## src/rtl/slave_sequencer_if.sv

```systemverilog
// Handshake bundle between the run controller and the slave sequencer.
// master drives start/abort/enables/done; slave is the sequencer side.
interface slave_sequencer_if #(
  parameter int NUM_SLAVES = 4,
  parameter int IDX_W      = 2,
  parameter int TMO_W      = 8
);
  logic                  start;
  logic                  abort;
  logic [NUM_SLAVES-1:0] slave_en;
  logic [NUM_SLAVES-1:0] done;
  logic [TMO_W-1:0]      timeout_limit;
  logic [NUM_SLAVES-1:0] trigger;
  logic                  busy;
  logic [IDX_W-1:0]      cur_idx;
  logic                  seq_done;
  logic                  err;
  logic [IDX_W-1:0]      err_idx;

  modport master (
    output start, abort, slave_en, done, timeout_limit,
    input  trigger, busy, cur_idx, seq_done, err, err_idx
  );

  modport slave (
    input  start, abort, slave_en, done, timeout_limit,
    output trigger, busy, cur_idx, seq_done, err, err_idx
  );
endinterface

```

## src/rtl/slave_sequencer.sv

```systemverilog
// Start/done sequencer: triggers enabled slaves one at a time in ascending order.
// Optional per-slave watchdog enabled by defining SLAVE_SEQ_TIMEOUT_EN.
module slave_sequencer #(
  parameter int NUM_SLAVES = 4,
  parameter int IDX_W      = 2,
  parameter int TMO_W      = 8
) (
  input logic              clk,
  input logic              rst,
  slave_sequencer_if.slave bus
);
  typedef enum logic [1:0] {
    IDLE   = 2'd0,
    RUN    = 2'd1,
    FINISH = 2'd2
  } state_e;

  state_e                state_q, state_d;
  logic [NUM_SLAVES-1:0] mask_q, mask_d;
  logic [NUM_SLAVES-1:0] trigger_q, trigger_d;
  logic                  busy_q, busy_d;
  logic                  seq_done_q, seq_done_d;
  logic [IDX_W-1:0]      cur_idx_q, cur_idx_d;
  logic                  first_found, next_found;
  logic [IDX_W-1:0]      first_idx, next_idx;
  logic                  expire;

`ifdef SLAVE_SEQ_TIMEOUT_EN
  logic [TMO_W-1:0] cnt_q, cnt_d, cnt_inc;
  logic             err_q, err_d;
  logic [IDX_W-1:0] err_idx_q, err_idx_d;

  assign cnt_inc = (cnt_q == '1) ? cnt_q : cnt_q + TMO_W'(1);
  assign expire  = (bus.timeout_limit != '0) && (cnt_inc >= bus.timeout_limit);
`else
  logic unused_tmo;
  assign unused_tmo = ^bus.timeout_limit;
  assign expire     = 1'b0;
`endif

  always_comb begin
    first_found = 1'b0;
    first_idx   = '0;
    next_found  = 1'b0;
    next_idx    = '0;
    for (int unsigned i = 0; i < NUM_SLAVES; i++) begin
      if (bus.slave_en[i] && !first_found) begin
        first_found = 1'b1;
        first_idx   = IDX_W'(i);
      end
      if (mask_q[i] && (i > 32'(cur_idx_q)) && !next_found) begin
        next_found = 1'b1;
        next_idx   = IDX_W'(i);
      end
    end
  end

  always_comb begin
    state_d    = state_q;
    mask_d     = mask_q;
    trigger_d  = trigger_q;
    busy_d     = busy_q;
    cur_idx_d  = cur_idx_q;
    seq_done_d = 1'b0;
`ifdef SLAVE_SEQ_TIMEOUT_EN
    err_d      = 1'b0;
    err_idx_d  = err_idx_q;
`endif
    case (state_q)
      IDLE: begin
        busy_d    = 1'b0;
        trigger_d = '0;
        if (bus.start) begin
          mask_d = bus.slave_en;
          busy_d = 1'b1;
          if (!first_found) begin
            state_d = FINISH;
          end else begin
            state_d              = RUN;
            cur_idx_d            = first_idx;
            trigger_d[first_idx] = 1'b1;
          end
        end
      end
      RUN: begin
        if (bus.abort) begin
          state_d   = IDLE;
          trigger_d = '0;
          busy_d    = 1'b0;
        end else if (bus.done[cur_idx_q]) begin
          trigger_d = '0;
          if (next_found) begin
            cur_idx_d           = next_idx;
            trigger_d[next_idx] = 1'b1;
          end else begin
            state_d = FINISH;
          end
        end else if (expire) begin
          state_d   = IDLE;
          trigger_d = '0;
          busy_d    = 1'b0;
`ifdef SLAVE_SEQ_TIMEOUT_EN
          err_d     = 1'b1;
          err_idx_d = cur_idx_q;
`endif
        end
      end
      FINISH: begin
        state_d = IDLE;
        // busy stays up through the seq_done cycle and drops one cycle later
        if (bus.abort) begin
          busy_d = 1'b0;
        end else begin
          seq_done_d = 1'b1;
          busy_d     = 1'b1;
        end
      end
      default: begin
        state_d   = IDLE;
        trigger_d = '0;
        busy_d    = 1'b0;
      end
    endcase
`ifdef SLAVE_SEQ_TIMEOUT_EN
    cnt_d = (state_q == RUN && state_d == RUN && trigger_d == trigger_q) ? cnt_inc : '0;
`endif
  end

  always_ff @(posedge clk or posedge rst) begin
    if (rst) begin
      state_q    <= IDLE;
      mask_q     <= '0;
      trigger_q  <= '0;
      busy_q     <= 1'b0;
      cur_idx_q  <= '0;
      seq_done_q <= 1'b0;
`ifdef SLAVE_SEQ_TIMEOUT_EN
      cnt_q      <= '0;
      err_q      <= 1'b0;
      err_idx_q  <= '0;
`endif
    end else begin
      state_q    <= state_d;
      mask_q     <= mask_d;
      trigger_q  <= trigger_d;
      busy_q     <= busy_d;
      cur_idx_q  <= cur_idx_d;
      seq_done_q <= seq_done_d;
`ifdef SLAVE_SEQ_TIMEOUT_EN
      cnt_q      <= cnt_d;
      err_q      <= err_d;
      err_idx_q  <= err_idx_d;
`endif
    end
  end

  assign bus.trigger  = trigger_q;
  assign bus.busy     = busy_q;
  assign bus.cur_idx  = cur_idx_q;
  assign bus.seq_done = seq_done_q;
`ifdef SLAVE_SEQ_TIMEOUT_EN
  assign bus.err      = err_q;
  assign bus.err_idx  = err_idx_q;
`else
  assign bus.err      = 1'b0;
  assign bus.err_idx  = '0;
`endif
endmodule

```

## src/flat_wrapper.sv

```systemverilog
// flat-port wrapper written by rule: the top's interface ports become plain ports
module slave_sequencer_flat 
#(
  parameter int NUM_SLAVES = 4,
  parameter int IDX_W      = 2,
  parameter int TMO_W      = 8
)
  (clk, rst, bus_start, bus_abort, bus_slave_en, bus_done, bus_timeout_limit, bus_trigger, bus_busy, bus_cur_idx, bus_seq_done, bus_err, bus_err_idx);
  slave_sequencer_if #(.NUM_SLAVES(NUM_SLAVES), .IDX_W(IDX_W), .TMO_W(TMO_W)) bus_i ();
  input logic clk;
  input logic rst;
  input wire logic [$bits(bus_i.start)-1:0] bus_start;
  input wire logic [$bits(bus_i.abort)-1:0] bus_abort;
  input wire logic [$bits(bus_i.slave_en)-1:0] bus_slave_en;
  input wire logic [$bits(bus_i.done)-1:0] bus_done;
  input wire logic [$bits(bus_i.timeout_limit)-1:0] bus_timeout_limit;
  output wire logic [$bits(bus_i.trigger)-1:0] bus_trigger;
  output wire logic [$bits(bus_i.busy)-1:0] bus_busy;
  output wire logic [$bits(bus_i.cur_idx)-1:0] bus_cur_idx;
  output wire logic [$bits(bus_i.seq_done)-1:0] bus_seq_done;
  output wire logic [$bits(bus_i.err)-1:0] bus_err;
  output wire logic [$bits(bus_i.err_idx)-1:0] bus_err_idx;
  assign bus_i.start = bus_start;
  assign bus_i.abort = bus_abort;
  assign bus_i.slave_en = bus_slave_en;
  assign bus_i.done = bus_done;
  assign bus_i.timeout_limit = bus_timeout_limit;
  assign bus_trigger = bus_i.trigger;
  assign bus_busy = bus_i.busy;
  assign bus_cur_idx = bus_i.cur_idx;
  assign bus_seq_done = bus_i.seq_done;
  assign bus_err = bus_i.err;
  assign bus_err_idx = bus_i.err_idx;
  slave_sequencer #(.NUM_SLAVES(NUM_SLAVES), .IDX_W(IDX_W), .TMO_W(TMO_W)) u_core (.clk(clk), .rst(rst), .bus(bus_i));
endmodule
```

## config.mk

```make
export PLATFORM = sky130hd
export DESIGN_NAME = slave_sequencer_flat
export DESIGN_NICKNAME = d
export VERILOG_FILES = /design/src/rtl/slave_sequencer_if.sv /design/src/rtl/slave_sequencer.sv /design/src/flat_wrapper.sv
export SDC_FILE = /design/constraint.sdc
export NUM_CORES = 1
export LEC_CHECK = 0
export CORE_MARGIN = 2
export CORE_UTILIZATION = 41
export CTS_BUF_LIST = sky130_fd_sc_hd__clkbuf_8
export DETAILED_ROUTE_END_ITERATION = 16
export PLACE_DENSITY = 0.73
export SYNTH_ARGS = -nofsm -noshare
export SYNTH_HDL_FRONTEND = slang
export SYNTH_SLANG_ARGS = --single-unit
```

## constraint.sdc

```tcl
create_clock -name clk -period 1.55 [get_ports clk]
set_input_delay 0.31 -clock clk [delete_from_list [all_inputs] [get_ports clk]]
set_output_delay 0.31 -clock clk [all_outputs]
set_load 0.01 [all_outputs]
```

==> reports/metrics.yaml, run 1 <==
arrival_ns: 1.70
overflow: 0
cp.required_ns: 1.68
post-route-util_pct: 64.7
path_clk_slew_ns: 0.06
cts_buffer_depth: 2
cts_tree: "built"
synth_top_area_share_pct: 38.1
syn2layout_area_growth_pct: 48.7
clk_root_buffer_cell: "clkbuf_8"
critPathKind: "reg2reg"
switchingPower_uw: 783
rows: 16
end_kind: "register"
routed_wl_um: 2230
yosys.area_share.simple_pct: 23.6
fp.dieArea_um2: 2460
timing.final.crit_share_pct: 101
dp_hpwl_um: 1680
tightest_slew_ns: 0.514
fin_tns_setup_ns: -0.0295
syn_inst: 91
slew_violations: 0
die_h_um: 49.6
fin_crit_ns: 1.56
hold_ws_ns: 0.388
finalWorstSetupSlack_ns: -0.0148
status: "finished, violations left"
drt_iter0_markers: 12
fin_cells: 155
synth_top_cell_by_area: "dfrtp_1"
yosys-top-cells-area: "dfrtp_1, nand2b_1, buf_4"
drt_pass1_iterations: 4
cts_inserted_buffers: 3
slew-limit-headroom_pct: 65.7
min-delay-path-class: "in2async"
antenna_found_initial: 0
drive_gt1_share_pct: 27.3
cp_max_fo: 6
grt_pass1_vias: 881
portBuffers: 19
synthDistinctLibCells: 37
synthAdderAreaFrac_pct: 0
route.detailed.drc: 0
synth_mux_area_share_pct: 10.3
clock_latency_ns: 0.25
htree_levels: 1
p_sw_share_pct: 37.9
violations: "setup timing"
slowest_delay_ns: 0.42
start_util_pct: 43.5
synth_top_family_by_area: "simple AND/OR/NAND/NOR gates"
ant_nets: 0
postCtsHoldBufs: 0
leakagePower_uw: 0.000599
synth_edf_count: 0
num_antenna_cells: 0
cp-start-kind: "register"
via_count: 843
sequentialPowerShare_pct: 28.1
regArea_um2: 325
placed_cells_incl_taps: 149
synth_xor_area_share_pct: 0
grt_start_max_net_pins: 14
die_x_um: 49.6
finalSetupViolCount: 2
n_fill_cell: 190
avgSynthCellArea_um2: 9.38
pwr-share-clk_pct: 15.1
wire_per_inst_um: 14.4
synthArstFlopShare_pct: 100
synth-seq-cells: 13
cellPowerDensity_nw_per_um2: 1630
gp_congestion: 0.856
yosysWarnings: 0
p_comb_share_pct: 56.8
p_int_uw: 1280
yosysSeqAreaShare_pct: 38.1
fmax_mhz: 639
multiInputGateArea_um2: 505
synth_flop_cell: "dfrtp_1"
slowest_stage: "dfrtp_1"
grt_pass1_wl_um: 3930
viasPerCell: 5.44
fin_nets: 149
synth_compound_area_share_pct: 20.7
clock_sinks: 13
skew_ns: 0.00289
drv_cap: 0
path_cells: "or3b_1, o221ai_2, o211ai_1, mux2_1"
netlist_area_um2: 853
rsz0062_at_grt: "yes"
grt.total_usage_pct: 20.9
max-vdd-ir-drop_uv: 1130
core_um2: 1960
io_pins: 31
hold_violations: 0
## registers in the layout (all words and copies together) (netlist names)
name                 count
u_core.mask_q            3
u_core.state_q           2
u_core.bus.seq_done      1
u_core.bus.trigger       4
u_core.bus.cur_idx       2
u_core.bus.busy          1
## synth_stat cells (all sizes together) (2+ instances only)
master  number
dfrtp       13
nor2         8
buf          6
o21ai        6
nand2b       5
a21oi        4
inv          4
mux2         4
a31oi        3
nand2        3
nor2b        3
nor3         3
nor3b        3
a22o         2
a32o         2
mux2i        2
nand3b       2
o211ai       2
o221ai       2
or3b         2
## placed cells by master, fill, tap and decap left out, types with 2 or more instances in the layout
master / n
o21ai_1: 2
nor2_1: 6
clkdlybuf4s50_1: 12
nor3b_1: 2
conb_1: 3
o221ai_2: 2
a21oi_2: 2
mux2i_1: 2
dlygate4sd2_1: 2
nand2b_1: 5
nor2b_1: 3
o211ai_1: 2
nor3_1: 3
inv_1: 4
o21ai_0: 3
mux2_2: 2
a31oi_1: 3
buf_4: 19
nor2_2: 2
clkbuf_8: 3
nand3b_1: 2
mux2_1: 2
a32o_1: 2
a21oi_1: 2
or3b_1: 2
a22o_1: 2
dfrtp_1: 13
nand2_1: 3
dlymetal6s2s_1: 5
## final timing paths
check | start | endpoint | slack (ns) | cells after the start
worst max-delay path | u_core.state_q[0] | u_core.bus.cur_idx[1] | -0.01 | 4
worst min-delay path | rst | u_core.bus.busy | 0.39 | 2
worst max register to register | u_core.state_q[0] | u_core.bus.cur_idx[1] | -0.01 | 4
worst min register to register | u_core.bus.trigger[2] | u_core.bus.trigger[2] | 0.49 | 2
max in group asynchronous | rst | u_core.bus.cur_idx[0] | 0.82 | 2
min in group clk | u_core.bus.trigger[2] | u_core.bus.trigger[2] | 0.49 | 2
## worst max-delay path: cells and delay by family, from the launching register on
kind	cells	cell delay (ns)
muxes	1	0.33
DFF	1	0.42
and+or+nand+nor	1	0.39
AOI/OAI and AO/OA	2	0.31
## through the flow
stage | instance area, µm² | setup WS, ns | total power (µW)
2_1_floorplan | 863 | 0.00284 | 1220
3_3_place_gp | 1170 | -0.310 | 1650
5_1_grt | 1270 | -0.128 | 2230
4_1_cts | 1220 | 0.00348 | 2020
3_5_place_dp | 1170 | -0.343 | 1680
6_report | 1270 | -0.0148 | 2070
## cell type report
| cell class | count | area share [%] |
|---|---|---|
| multi-input cells | 69 | 39.8 |
| repair buffers | 38 | 27.0 |
| flip-flops and latches | 13 | 25.6 |
| clock buffers | 3 | 3.25 |
| well taps | 27 | 2.66 |
| inverters | 4 | 1.18 |
| clock inverters | 1 | 0.394 |
## layer usage
layer | global-route usage (%) | wire (µm)
met1 | 26.3 | 962
met3 | 6.06 | 132
met2 | 33.3 | 1090
met4 | 8.33 | 45
met5 | 0 | 0
## power groups by stage
stage / Clock [µW] / Combinational (µW) / Sequential [µW]
after floorplan: 0 / 640 / 579
after global placement: 0 / 1070 / 580
after detailed placement: 0 / 1090 / 588
after CTS: 320 / 1120 / 582
after global routing: 342 / 1280 / 605
final: 312 / 1170 / 581
## logic make-up after synthesis
group | count (synthesis)
mux | 7
buf+inv | 11
other cells | 1
flops | 13
simple gates | 34
compound gates | 25
## what timing repair did
action                                  4_1_cts  5_1_grt
hold endpoints to repair                      0        0
pin swaps                                     2        2
endpoints found under the setup margin        4        8
resized for setup                             3       13
buffers inserted                              2        1
Note: power is estimated with default switching activity, not from simulation.
==> run 2: changes to the inputs <==
PLACE_DENSITY = not set   (was 0.73)
PLACE_DENSITY_LB_ADDON = 0.2   (was not set)
==> reports/metrics.yaml, run 2 (synthesis results as in run 1) <==
grt_pass1_wl_um: 3770  # was 3930 µm
via_count: 835  # was 843
timing.final.crit_share_pct: 100  # was 101%
die_x_um: 49.6  # unchanged
cp-start-kind: "input pin"  # was register
drt_iter0_markers: 15  # was 12
cp-startpoint: "bus_done[2]"  # was u_core.state_q[0]
hold_violations: 0  # unchanged
start_util_pct: 43.5  # unchanged
rsz0062_at_grt: "yes"  # unchanged
critPathKind: "in2reg"  # was reg2reg
finalSetupViolCount: 1  # was 2
fin_nets: 147  # was 149
reg2reg_depth: 4  # unchanged
cp_num_cells: 4  # unchanged
worstReg2RegEnd: "u_core.state_q[1]"  # was u_core.bus.cur_idx[1]
ff2ff_setup_slack_ns: 0.02  # was -0.01 ns
fin_crit_ns: 1.55  # was 1.56 ns
io_pins: 31  # unchanged
slowest_delay_ns: 0.54  # was 0.42 ns
ant_nets: 0  # unchanged
slowest_stage: "mux4_2"  # was dfrtp_1
viasPerCell: 5.46  # was 5.44
hold_ws_ns: 0.385  # was 0.388 ns
grt.total_usage_pct: 20.0  # was 20.9%
path_buf_inv: 1  # was 0
mostFrequentLayoutCells: "clkdlybuf4s50_1, buf_4, dfrtp_1"  # was buf_4, dfrtp_1, clkdlybuf4s50_1
fp.dieArea_um2: 2460  # unchanged
max-vdd-ir-drop_uv: 1030  # was 1130 µV
die_h_um: 49.6  # unchanged
rows: 16  # unchanged
wire_per_inst_um: 14.3  # was 14.4 µm
status: "finished, violations left"  # unchanged
postCtsHoldBufs: 0  # unchanged
cts_inserted_buffers: 3  # unchanged
cp.required_ns: 1.68  # about the same
clock_latency_ns: 0.25  # about the same
leakagePower_uw: 0.000573  # was 0.000599 µW
cp_max_fo: 4  # was 6
drv_cap: 0  # unchanged
path_clk_slew_ns: 0.05  # was 0.06 ns
route.detailed.drc: 0  # unchanged
antenna_found_initial: 0  # unchanged
cpLargestDelayFamily: "multiplexers"  # was flip-flops
skew_ns: 0.00221  # was 0.00289 ns
num_antenna_cells: 0  # unchanged
dp_hpwl_um: 1630  # was 1680 µm
cts_tree: "built"  # unchanged
timing.rr.start: "u_core.bus.cur_idx[0]"  # was u_core.state_q[0]
clk_root_buffer_cell: "clkbuf_8"  # unchanged
path_cells: "clkdlybuf4s50_1, mux4_2, nor3b_2, a32o_1"  # was or3b_1, o221ai_2, o211ai_1, mux2_1
portBuffers: 19  # unchanged
syn2layout_area_growth_pct: 50.1  # was 48.7%
finalWorstSetupSlack_ns: -0.00257  # was -0.0148 ns
fmax_mhz: 644  # was 639 MHz
grt_start_max_net_pins: 15  # was 14
cellPowerDensity_nw_per_um2: 1650  # was 1630 nW/µm²
largest_reg_flops: 4  # unchanged
grt_pass1_vias: 849  # was 881
post-route-util_pct: 65.3  # was 64.7%
routed_wl_um: 2180  # was 2230 µm
gp_congestion: 0.856  # about the same
overflow: 0  # unchanged
violations: "setup timing"  # unchanged
drt_pass1_iterations: 4  # unchanged
clock_sinks: 13  # unchanged
cts_buffer_depth: 2  # unchanged
min-delay-path-class: "in2async"  # unchanged
slew_violations: 0  # unchanged
htree_levels: 1  # unchanged
core_um2: 1960  # unchanged
drive_gt1_share_pct: 27.8  # was 27.3%
end_kind: "register"  # unchanged
fin_tns_setup_ns: -0.00257  # was -0.0295 ns
arrival_ns: 1.69  # was 1.70 ns
==> run 2: how the worst max path moves through the flow <==
stage                             to
2_1_floorplan      u_core.state_q[1]
3_3_place_gp   u_core.bus.cur_idx[1]
3_5_place_dp   u_core.bus.cur_idx[1]
4_1_cts        u_core.bus.trigger[3]
5_1_grt        u_core.bus.trigger[3]
6_report           u_core.state_q[1]
==> run 2: cell type report <==
cell class                 instances  area [µm²]
clock buffer                       3        41.3
clock inverter                     1        3.75
fill                             182         681
inverter                           4        15.0
multi-input combinational         69         526
sequential                        13         325
tap                               27        33.8
timing repair buffer              36         337
==> run 2: metrics by stage <==
step	instances	total power (µW)	setup WS, ns	cell area [µm²]
after CTS	152	2000	-0.00127	1220
after floorplan	93	1220	0.00284	863
after detailed placement	147	1680	-0.331	1170
after global routing	153	2260	-0.0496	1280
final	153	2110	-0.00257	1280
after global placement	147	1660	-0.323	1170
==> run 2: metal layers <==
metal	wire, µm	track usage [%]	vias up
met5	0	0	-
li1	-	-	401
met3	125	5.15	5
met4	36	8.33	0
met2	1040	33.1	21
met1	978	24.7	408
==> run 2: where the power goes <==
part | switching, µW | internal [µW] | total (µW)
sequential | 119 | 463 | 582
clock | 123 | 175 | 299
combinational | 555 | 679 | 1230
total | 797 | 1320 | 2110
==> run 2: repair_timing <==
| action | 4_1_cts | 5_1_grt |
|---|---|---|
| resized for setup | 2 | 15 |
| pin swaps | 1 | 2 |
| setup endpoints to repair | 6 | 9 |
| setup buffers | 1 | 1 |
==> run 3: changes to the inputs <==
CORE_ASPECT_RATIO = 0.75   (was not set)
CTS_CLUSTER_SIZE = 40   (was not set)
==> reports/metrics.yaml, run 3 (synthesis results as in run 1) <==
htree_levels: 1  # unchanged
grt_pass1_vias: 827  # was 849
cp.required_ns: 1.71  # was 1.68 ns
rsz0062_at_grt: "yes"  # unchanged
postCtsHoldBufs: 0  # unchanged
grt_start_max_net_pins: 14  # was 15
pwr-share-clk_pct: 13.9  # was 14.1%
drive_gt1_share_pct: 26.6  # was 27.8%
worstReg2RegEnd: "u_core.bus.trigger[3]"  # was u_core.state_q[1]
mostFrequentLayoutCells: "clkdlybuf4s50_1, buf_4, dfrtp_1"  # unchanged
p_comb_share_pct: 59.1  # was 58.3%
fin_cells: 148  # was 153
hold_violations: 0  # unchanged
cp-start-kind: "input pin"  # unchanged
timing.final.crit_share_pct: 106  # was 100%
io_pins: 31  # unchanged
clk_root_buffer_cell: "clkbuf_8"  # unchanged
n_fill_cell: 177  # was 182
die_x_um: 56.7  # was 49.6 µm
start_util_pct: 43.1  # was 43.5%
status: "finished, violations left"  # unchanged
cts_tree: "built"  # unchanged
violations: "setup timing"  # unchanged
viasPerCell: 5.76  # was 5.46
drt_iter0_markers: 42  # was 15
skew_ns: 0.00317  # was 0.00221 ns
fin_nets: 145  # was 147
p_sw_share_pct: 38.6  # was 37.7%
cp-startpoint: "bus_done[1]"  # was bus_done[2]
wire_per_inst_um: 15.9  # was 14.3 µm
p_int_uw: 1300  # was 1320 µW
fmax_mhz: 608  # was 644 MHz
switchingPower_uw: 819  # was 797 µW
clock_latency_ns: 0.24  # was 0.25 ns
tightest_slew_ns: 0.512
cts_buffer_depth: 2  # unchanged
clock_sinks: 13  # unchanged
cellPowerDensity_nw_per_um2: 1710  # was 1650 nW/µm²
max-vdd-ir-drop_uv: 860  # was 1030 µV
slew-limit-headroom_pct: 65.9
rows: 14  # was 16
core_um2: 1980  # was 1960 µm²
grt_pass1_wl_um: 3640  # was 3770 µm
arrival_ns: 1.80  # was 1.69 ns
ant_nets: 0  # unchanged
reg2reg_depth: 5  # was 4
fin_crit_ns: 1.64  # was 1.55 ns
path_clk_slew_ns: 0.05  # about the same
num_antenna_cells: 0  # unchanged
via_count: 853  # was 835
dp_hpwl_um: 1620  # was 1630 µm
critPathKind: "in2reg"  # unchanged
ff2ff_setup_slack_ns: -0.09  # was 0.02 ns
fp.dieArea_um2: 2470  # was 2460 µm²
overflow: 0  # unchanged
gp_congestion: 0.788  # was 0.856
route.detailed.drc: 0  # unchanged
end_kind: "register"  # unchanged
multiInputGateArea_um2: 526  # unchanged
syn2layout_area_growth_pct: 45.7  # was 50.1%
min-delay-path-class: "in2async"  # unchanged
hold_ws_ns: 0.392  # was 0.385 ns
timing.rr.start: "u_core.bus.cur_idx[0]"  # unchanged
post-route-util_pct: 62.8  # was 65.3%
placed_cells_incl_taps: 143  # was 147
grt.total_usage_pct: 19.4  # was 20.0%
largest_reg_flops: 4  # unchanged
regArea_um2: 325  # unchanged
slew_violations: 0  # unchanged
routed_wl_um: 2360  # was 2180 µm
portBuffers: 19  # unchanged
sequentialPowerShare_pct: 27.0  # was 27.5%
finalWorstSetupSlack_ns: -0.0938  # was -0.00257 ns
drv_cap: 0  # unchanged
cp_max_fo: 4  # unchanged
die_h_um: 43.5  # was 49.6 µm
drt_pass1_iterations: 4  # unchanged
leakagePower_uw: 0.000546  # was 0.000573 µW
cts_inserted_buffers: 3  # unchanged
finalSetupViolCount: 4  # was 1
fin_tns_setup_ns: -0.175  # was -0.00257 ns
antenna_found_initial: 0  # unchanged
-- run 3: cell types whose count changed in the layout (fill, tap and decap cells not counted), sizes merged --
cell / delta
dlymetal6s2s: -2
dlygate4sd2: +4
buf: -2
clkdlybuf4s50: -2
-- run 3: worst max-delay path, stage by stage --
cell             delay (ns)
clkdlybuf4s50_1        0.43
mux4_2                 0.55
nor3b_4                0.28
nand3b_1               0.16
o221ai_2               0.08
-- run 3: what timing repair did --
| action | CTS | global route |
|---|---|---|
| setup buffers | 1 | 0 |
| setup endpoints to repair | 7 | 8 |
| pin swaps | 2 | 3 |
| resized for setup | 12 | 7 |
-- run 3: worst max-delay path by stage --
stage | to | slack, ns | depth (start not counted)
after global routing | u_core.bus.trigger[3] | -0.17 | 5
after CTS | u_core.bus.trigger[1] | -0.007 | 5
after floorplan | u_core.state_q[1] | 0.003 | 4
after detailed placement | u_core.bus.cur_idx[1] | -0.35 | 5
final | u_core.bus.trigger[3] | -0.09 | 5
after global placement | u_core.bus.cur_idx[0] | -0.32 | 5
-- run 3: metal layers --
metal	GRT usage (%)	up-vias	wire length [µm]
met5	0	-	0
met3	5.37	8	175
met4	5.24	0	42
li1	-	401	-
met1	25.6	401	1040
met2	31.9	43	1090
-- run 3: final cells by class --
class | instances | area share [%]
well taps | 24 | 2.41
flip-flops and latches | 13 | 26.2
clock inverters | 1 | 0.302
clock buffers | 3 | 3.32
multi-input cells | 69 | 42.3
inverters | 4 | 1.21
repair buffers | 34 | 24.3
-- run 3: power groups by stage --
stage,clock [µW],sequential (µW),combinational (µW)
2_1_floorplan,0,579,640
3_3_place_gp,0,567,1080
3_5_place_dp,0,574,1100
4_1_cts,304,563,1180
5_1_grt,325,590,1340
6_report,295,573,1260
-- run 3: metrics by stage --
stage                     setup slack (ns)  power (µW)  instance area [µm²]
after floorplan                    0.00284        1220                  863
after CTS                         -0.00712        2050                 1210
after global placement              -0.317        1650                 1140
after global routing                -0.166        2260                 1240
final                              -0.0938        2120                 1240
after detailed placement            -0.350        1670                 1140
